File: src/rtl/cdma_rx_multiuser.sv
// Multi-user CDMA receiver: Walsh-Hadamard despreading of a summed chip stream,
// per-user word packing and FIFOs, round-robin drain onto one valid/ready port.
module cdma_rx_multiuser #(
    parameter int NUM_USERS     = 4,
    parameter int CHIP_LEN      = 8,
    parameter int SAMPLE_W      = 4,
    parameter int BITS_PER_WORD = 4,
    parameter int FIFO_DEPTH    = 4
) (
    input  logic                         clk,
    input  logic                         rst,
    input  logic signed [SAMPLE_W-1:0]   chip_in,
    input  logic                         chip_valid,
    input  logic                         frame_sync,
    output logic [BITS_PER_WORD-1:0]     out_data,
    output logic [$clog2(NUM_USERS)-1:0] out_user,
    output logic                         out_erasure,
    output logic                         out_valid,
    input  logic                         out_ready,
    output logic [NUM_USERS-1:0]         overflow
);
    localparam int UW    = $clog2(NUM_USERS);
    localparam int CW    = $clog2(CHIP_LEN);
    localparam int BW    = (BITS_PER_WORD > 1) ? $clog2(BITS_PER_WORD) : 1;
    localparam int ACC_W = SAMPLE_W + CW + 1;
    localparam int AW    = $clog2(FIFO_DEPTH);
    localparam int EW    = BITS_PER_WORD + 1;
    localparam logic signed [ACC_W-1:0] ACC_ZERO = '0;

    logic [CW-1:0]              chip_idx, eff_chip;
    logic [BW-1:0]              bit_idx, eff_bit;
    logic                       sym_done, word_done;
    logic signed [ACC_W-1:0]    chip_ext, base;
    logic signed [ACC_W-1:0]    acc        [NUM_USERS];
    logic signed [ACC_W-1:0]    sum        [NUM_USERS];
    logic [BITS_PER_WORD-1:0]   word       [NUM_USERS];
    logic [BITS_PER_WORD-1:0]   word_keep  [NUM_USERS];
    logic [BITS_PER_WORD-1:0]   word_nxt   [NUM_USERS];
    logic                       erase      [NUM_USERS];
    logic                       erase_keep [NUM_USERS];
    logic                       erase_nxt  [NUM_USERS];

    logic [EW-1:0]              fifo_mem   [NUM_USERS][FIFO_DEPTH];
    logic [AW-1:0]              wr_ptr     [NUM_USERS];
    logic [AW-1:0]              rd_ptr     [NUM_USERS];
    logic [AW:0]                fifo_cnt   [NUM_USERS];
    logic [NUM_USERS-1:0]       fifo_full, fifo_nonempty, push_ok, pop;

    logic [UW-1:0]              rr_ptr, grant, scan;
    logic                       grant_found, load;

    // frame_sync forces the current chip to be chip 0 of bit 0 and drops partial state
    always_comb begin
        eff_chip  = frame_sync ? '0 : chip_idx;
        eff_bit   = frame_sync ? '0 : bit_idx;
        sym_done  = chip_valid && (eff_chip == CW'(CHIP_LEN - 1));
        word_done = sym_done && (eff_bit == BW'(BITS_PER_WORD - 1));
        chip_ext  = {{(ACC_W - SAMPLE_W){chip_in[SAMPLE_W-1]}}, chip_in};
        base      = '0;
        for (int unsigned k = 0; k < NUM_USERS; k++) begin
            base = frame_sync ? ACC_ZERO : acc[k];
            if (^(CW'(k) & eff_chip))
                sum[k] = base - chip_ext;
            else
                sum[k] = base + chip_ext;
            word_keep[k]          = frame_sync ? '0 : word[k];
            erase_keep[k]         = frame_sync ? 1'b0 : erase[k];
            word_nxt[k]           = word_keep[k];
            word_nxt[k][eff_bit]  = (sum[k] > ACC_ZERO);
            erase_nxt[k]          = erase_keep[k] | (sum[k] == ACC_ZERO);
        end
    end

    always_ff @(posedge clk) begin
        if (rst) begin
            chip_idx <= '0;
            bit_idx  <= '0;
            for (int unsigned k = 0; k < NUM_USERS; k++) begin
                acc[k]   <= '0;
                word[k]  <= '0;
                erase[k] <= 1'b0;
            end
        end else if (chip_valid) begin
            if (sym_done) begin
                chip_idx <= '0;
                bit_idx  <= word_done ? '0 : eff_bit + 1'b1;
                for (int unsigned k = 0; k < NUM_USERS; k++) begin
                    acc[k]   <= '0;
                    word[k]  <= word_done ? '0 : word_nxt[k];
                    erase[k] <= word_done ? 1'b0 : erase_nxt[k];
                end
            end else begin
                chip_idx <= eff_chip + 1'b1;
                bit_idx  <= eff_bit;
                for (int unsigned k = 0; k < NUM_USERS; k++) begin
                    acc[k]   <= sum[k];
                    word[k]  <= word_keep[k];
                    erase[k] <= erase_keep[k];
                end
            end
        end
    end

    always_comb begin
        for (int unsigned k = 0; k < NUM_USERS; k++) begin
            fifo_full[k]     = (fifo_cnt[k] == (AW + 1)'(FIFO_DEPTH));
            fifo_nonempty[k] = (fifo_cnt[k] != '0);
        end
    end

    // Round-robin scan starting at rr_ptr; a pop frees space for a same-edge push
    always_comb begin
        grant       = '0;
        grant_found = 1'b0;
        scan        = '0;
        for (int unsigned i = 0; i < NUM_USERS; i++) begin
            scan = UW'((32'(rr_ptr) + i) % NUM_USERS);
            if (!grant_found && fifo_nonempty[scan]) begin
                grant       = scan;
                grant_found = 1'b1;
            end
        end
        load = (!out_valid || out_ready) && grant_found;
        pop  = '0;
        if (load)
            pop[grant] = 1'b1;
        for (int unsigned k = 0; k < NUM_USERS; k++)
            push_ok[k] = word_done && (!fifo_full[k] || pop[k]);
    end

    always_ff @(posedge clk) begin
        for (int unsigned k = 0; k < NUM_USERS; k++)
            if (!rst && push_ok[k])
                fifo_mem[k][wr_ptr[k]] <= {erase_nxt[k], word_nxt[k]};
    end

    always_ff @(posedge clk) begin
        if (rst) begin
            overflow <= '0;
            for (int unsigned k = 0; k < NUM_USERS; k++) begin
                wr_ptr[k]   <= '0;
                rd_ptr[k]   <= '0;
                fifo_cnt[k] <= '0;
            end
        end else begin
            for (int unsigned k = 0; k < NUM_USERS; k++) begin
                if (push_ok[k])
                    wr_ptr[k] <= wr_ptr[k] + 1'b1;
                if (pop[k])
                    rd_ptr[k] <= rd_ptr[k] + 1'b1;
                if (push_ok[k] && !pop[k])
                    fifo_cnt[k] <= fifo_cnt[k] + 1'b1;
                else if (!push_ok[k] && pop[k])
                    fifo_cnt[k] <= fifo_cnt[k] - 1'b1;
                if (word_done && fifo_full[k] && !pop[k])
                    overflow[k] <= 1'b1;
            end
        end
    end

    always_ff @(posedge clk) begin
        if (rst) begin
            out_valid   <= 1'b0;
            out_data    <= '0;
            out_user    <= '0;
            out_erasure <= 1'b0;
            rr_ptr      <= '0;
        end else if (load) begin
            {out_erasure, out_data} <= fifo_mem[grant][rd_ptr[grant]];
            out_user  <= grant;
            out_valid <= 1'b1;
            rr_ptr    <= (grant == UW'(NUM_USERS - 1)) ? '0 : grant + 1'b1;
        end else if (out_ready) begin
            out_valid <= 1'b0;
        end
    end
endmodule

File: config.mk
export PLATFORM = sky130hd
export DESIGN_NAME = cdma_rx_multiuser
export DESIGN_NICKNAME = d
export VERILOG_FILES = /design/src/rtl/cdma_rx_multiuser.sv
export SDC_FILE = /design/constraint.sdc
export NUM_CORES = 1
export LEC_CHECK = 0
export BUFFER_PORTS_ARGS = -buffer_cell sky130_fd_sc_hd__buf_2
export CORE_MARGIN = 4
export CORE_UTILIZATION = 63
export DETAILED_ROUTE_END_ITERATION = 10
export GPL_ROUTABILITY_DRIVEN = 1
export MAX_ROUTING_LAYER = met4
export PLACE_DENSITY = 0.8
export SYNTH_ARGS = -nofsm -noshare
export SYNTH_HDL_FRONTEND = slang
export SYNTH_SLANG_ARGS = --single-unit
File: constraint.sdc
create_clock -name clk -period 5.02 [get_ports clk]
set_input_delay 0.753 -clock clk [delete_from_list [all_inputs] [get_ports clk]]
set_output_delay 0.753 -clock clk [all_outputs]
set_load 0.01 [all_outputs]
==> results.toml <==
[critical_path]
cp-start-kind = "input port"
crit_path_max_incr_delay_ns = 0.61
rr_endpoint = "fifo_mem[3][12]"
path_max_fanout = 8
required_ns = 5.22
cp-startpoint = "frame_sync"
path_cells = "buf_2 -> nand2b_1 -> inv_1 -> ha_1 -> mux2_2 -> inv_1 -> ha_1 -> nor2b_1 -> o21ai_0 -> a21oi_1 -> o31ai_1 -> a21oi_1 -> xnor2_1 -> nand3_1 -> o21ai_0"
end_kind = "flop"
rr_worst_depth = 14
endpoint = "fifo_mem[3][12]"
rrSetupSlack_ns = 1.06
worstSetupPathType = "input port to flop"
cpMaxStageDelayCell = "xnor2_1"
crit_arrival_ns = 4.22
r2r_start = "chip_idx[1]"

[floorplan]
num_rows = 45
die_w_um = 134
num_io_pins = 21
die_area_sq_um = 17900
core-area_sq_um = 15400
initial_core_util = 0.649
die_y_um = 134

[placed_design]
gp_congestion = 0.889
port_buffers = 20
dp.cells = 1141
hpwl_um = 14900

[finish]
postLayoutCoreUtil = 0.703
final_cell_mix = "edfxtp_1 (152), a21oi_1 (89), nor2_1 (85), nand2_1 (71), ha_1 (59)"
drive_gt1_frac = 0.0904
antennaDiodeCount = 0
area_growth_pct = 8.34
num-nets-final = 1024
final_cell_count_no_fill = 1173
final_common_cell = "edfxtp_1"

[synthesis]
syn_nets = 1022
synth-seq-cells = 179
synthFlopType = "edfxtp_1"
synth_warnings = 0
synth_cells = 947
async_reset_ff_frac = 0
syn_area_per_cell_sq_um = 10.5
synth_edf_count = 152
yosysSeqAreaShare = 0.512
yosysUniqueCellTypes = 68
syn_area_sq_um = 9980

[clock_tree]
cts_resized = 0
clockRootBuffer = "clkbuf_16"
cts_setup_buffers = 0
cts_buffer_depth = 2
ctsHoldBuffers = 0
clk_pin_slew_ns = 0.07
cts_buffers = 17
cts.sink_count = 179
insertion_delay_ns = 0.43
tritoncts = "yes"
htree_levels = 4

[power_and_ir_drop]
seqPwrFrac = 0.360
finalPower_mw = 5.21
leakagePower_nw = 4.25
p_sw_mw = 2.01
sw_frac_of_total = 0.386
ir_drop_v = 0.000379
powerDensity_nw_per_um2 = 481
share_comb_of_total_power = 0.384
power.share.clock = 0.255
internal-power_mw = 3.20

[routing]
drt_pass1_iterations = 5
via_per_inst = 5.93
routed_wl_um = 21000
postRouteAntennaNets = 0
wl_per_cell_um = 17.9
drt_iter0_drc = 745
route.vias.total = 6951
drc = 0

[timing]
slew_headroom = 0.328
finalCritPeriodShare = 0.801
post-route-min-period_ns = 4.02
rsz0062_at_grt = "no"
finalSetupTns_ns = 0
clock.fmax_mhz = 249
hold_violations = 0
hold-worst-slack_ns = 0.460
maxSlewViolCount = 0
finClkSkew_ns = 0.00927
setup_viol = 0
tightestPinTransition_ns = 1.00

[outcome]
run_status = "completed"

[global_routing]
grt_pass1_vias = 6724
grtUsageTotal = 0.250
grt_max_degree = 48
antenna_found_initial = 0
grt.overflow.total = 0
grt_pass1_wl_um = 34500

[flow_run]
drv_cap = 0

[min_path]
hp-class = "flop to flop"
-- cell families (layout without fill, tap and decap cells) --
logic type / after synthesis / after routing / share of synthesized area
XOR/XNOR: 28 / 28 / 0.0246
flip-flops: 179 / 179 / 0.512
AND/OR/NAND/NOR: 349 / 349 / 0.180
AO/OA/AOI/OAI: 208 / 208 / 0.134
multiplexers: 21 / 21 / 0.0213
adder cells (fa/ha/maj): 66 / 66 / 0.0880
buffers and inverters: 96 / 111 / 0.0406
-- power groups by stage --
stage               Combinational [mW]  Clock, mW  Sequential [mW]
floorplan                         1.57          0             1.89
global placement                  1.90          0             1.90
detailed placement                1.95          0             1.91
CTS                               1.97       1.34             1.87
global route                      2.21       1.41             1.89
finish                            2.00       1.33             1.88
-- layer usage --
layer / vias to the layer above / part of all wire / GRT usage / wire length (um)
li1: 3387 / - / - / -
met1: 3319 / 0.44 / 0.332 / 9230
met2: 219 / 0.49 / 0.400 / 10200
met3: 26 / 0.056 / 0.0435 / 1170
met4: 0 / 0.019 / 0.0720 / 403
met5: - / 0 / - / 0
-- synthesized netlist by cell type (25+ instances only) --
| master | instances | area share |
|---|---|---|
| edfxtp_1 | 152 | 0.46 |
| o21ai_0 | 25 | 0.013 |
| nand2_1 | 71 | 0.027 |
| nor2b_1 | 39 | 0.024 |
| nand2b_1 | 44 | 0.028 |
| a21oi_1 | 89 | 0.045 |
| clkbuf_1 | 31 | 0.012 |
| ha_1 | 59 | 0.074 |
| and2_1 | 26 | 0.016 |
| nor2_1 | 85 | 0.032 |
| inv_1 | 46 | 0.017 |
| dfxtp_1 | 27 | 0.054 |
-- worst min-delay path by stage --
stage | start | end | slack [ns] | cells past startpoint
detailed placement | bit_idx[1] | bit_idx[1] | 0.45 | 2
global route | bit_idx[1] | bit_idx[1] | 0.49 | 2
floorplan | bit_idx[1] | bit_idx[1] | 0.43 | 2
global placement | bit_idx[1] | bit_idx[1] | 0.45 | 2
CTS | bit_idx[1] | bit_idx[1] | 0.46 | 2
finish | bit_idx[1] | bit_idx[1] | 0.46 | 2
-- cell type report --
| class | instances | area [sq um] |
|---|---|---|
| inverters | 48 | 195 |
| well taps | 211 | 264 |
| fillers | 1155 | 4560 |
| multi-input cells | 672 | 4470 |
| flip-flops and latches | 179 | 5100 |
| repair buffers | 31 | 183 |
| clock inverters | 15 | 170 |
| clock buffers | 17 | 425 |
-- stage by stage --
stage | setup WS, ns | area, sq um
after floorplan | 0.779 | 9980
after global placement | 0.844 | 10200
after detailed placement | 0.605 | 10200
after CTS | 1.03 | 10800
after global routing | 0.612 | 10800
final | 1.00 | 10800
-- state kept, by name (all words and copies together), names as in the netlist --
name,flops
rd_ptr,8
wr_ptr,8
fifo_mem,80
bit_idx,2
fifo_cnt,12
word,16
acc,32
out_user,2
out_data,4
chip_idx,3
out_erasure,1
rr_ptr,2
out_valid,1
overflow,4
erase,4
-- worst max-delay path, delay by kind of cell --
family	cells	cell delay, ns
buffers and inverters	3	0.29
and+or+nand+nor	3	0.55
AOI/OAI and AO/OA	5	0.92
adders and majority gates	2	0.69
muxes	1	0.40
xor gates and xnor gates	1	0.61
Note: power is estimated with default switching activity, not from simulation.
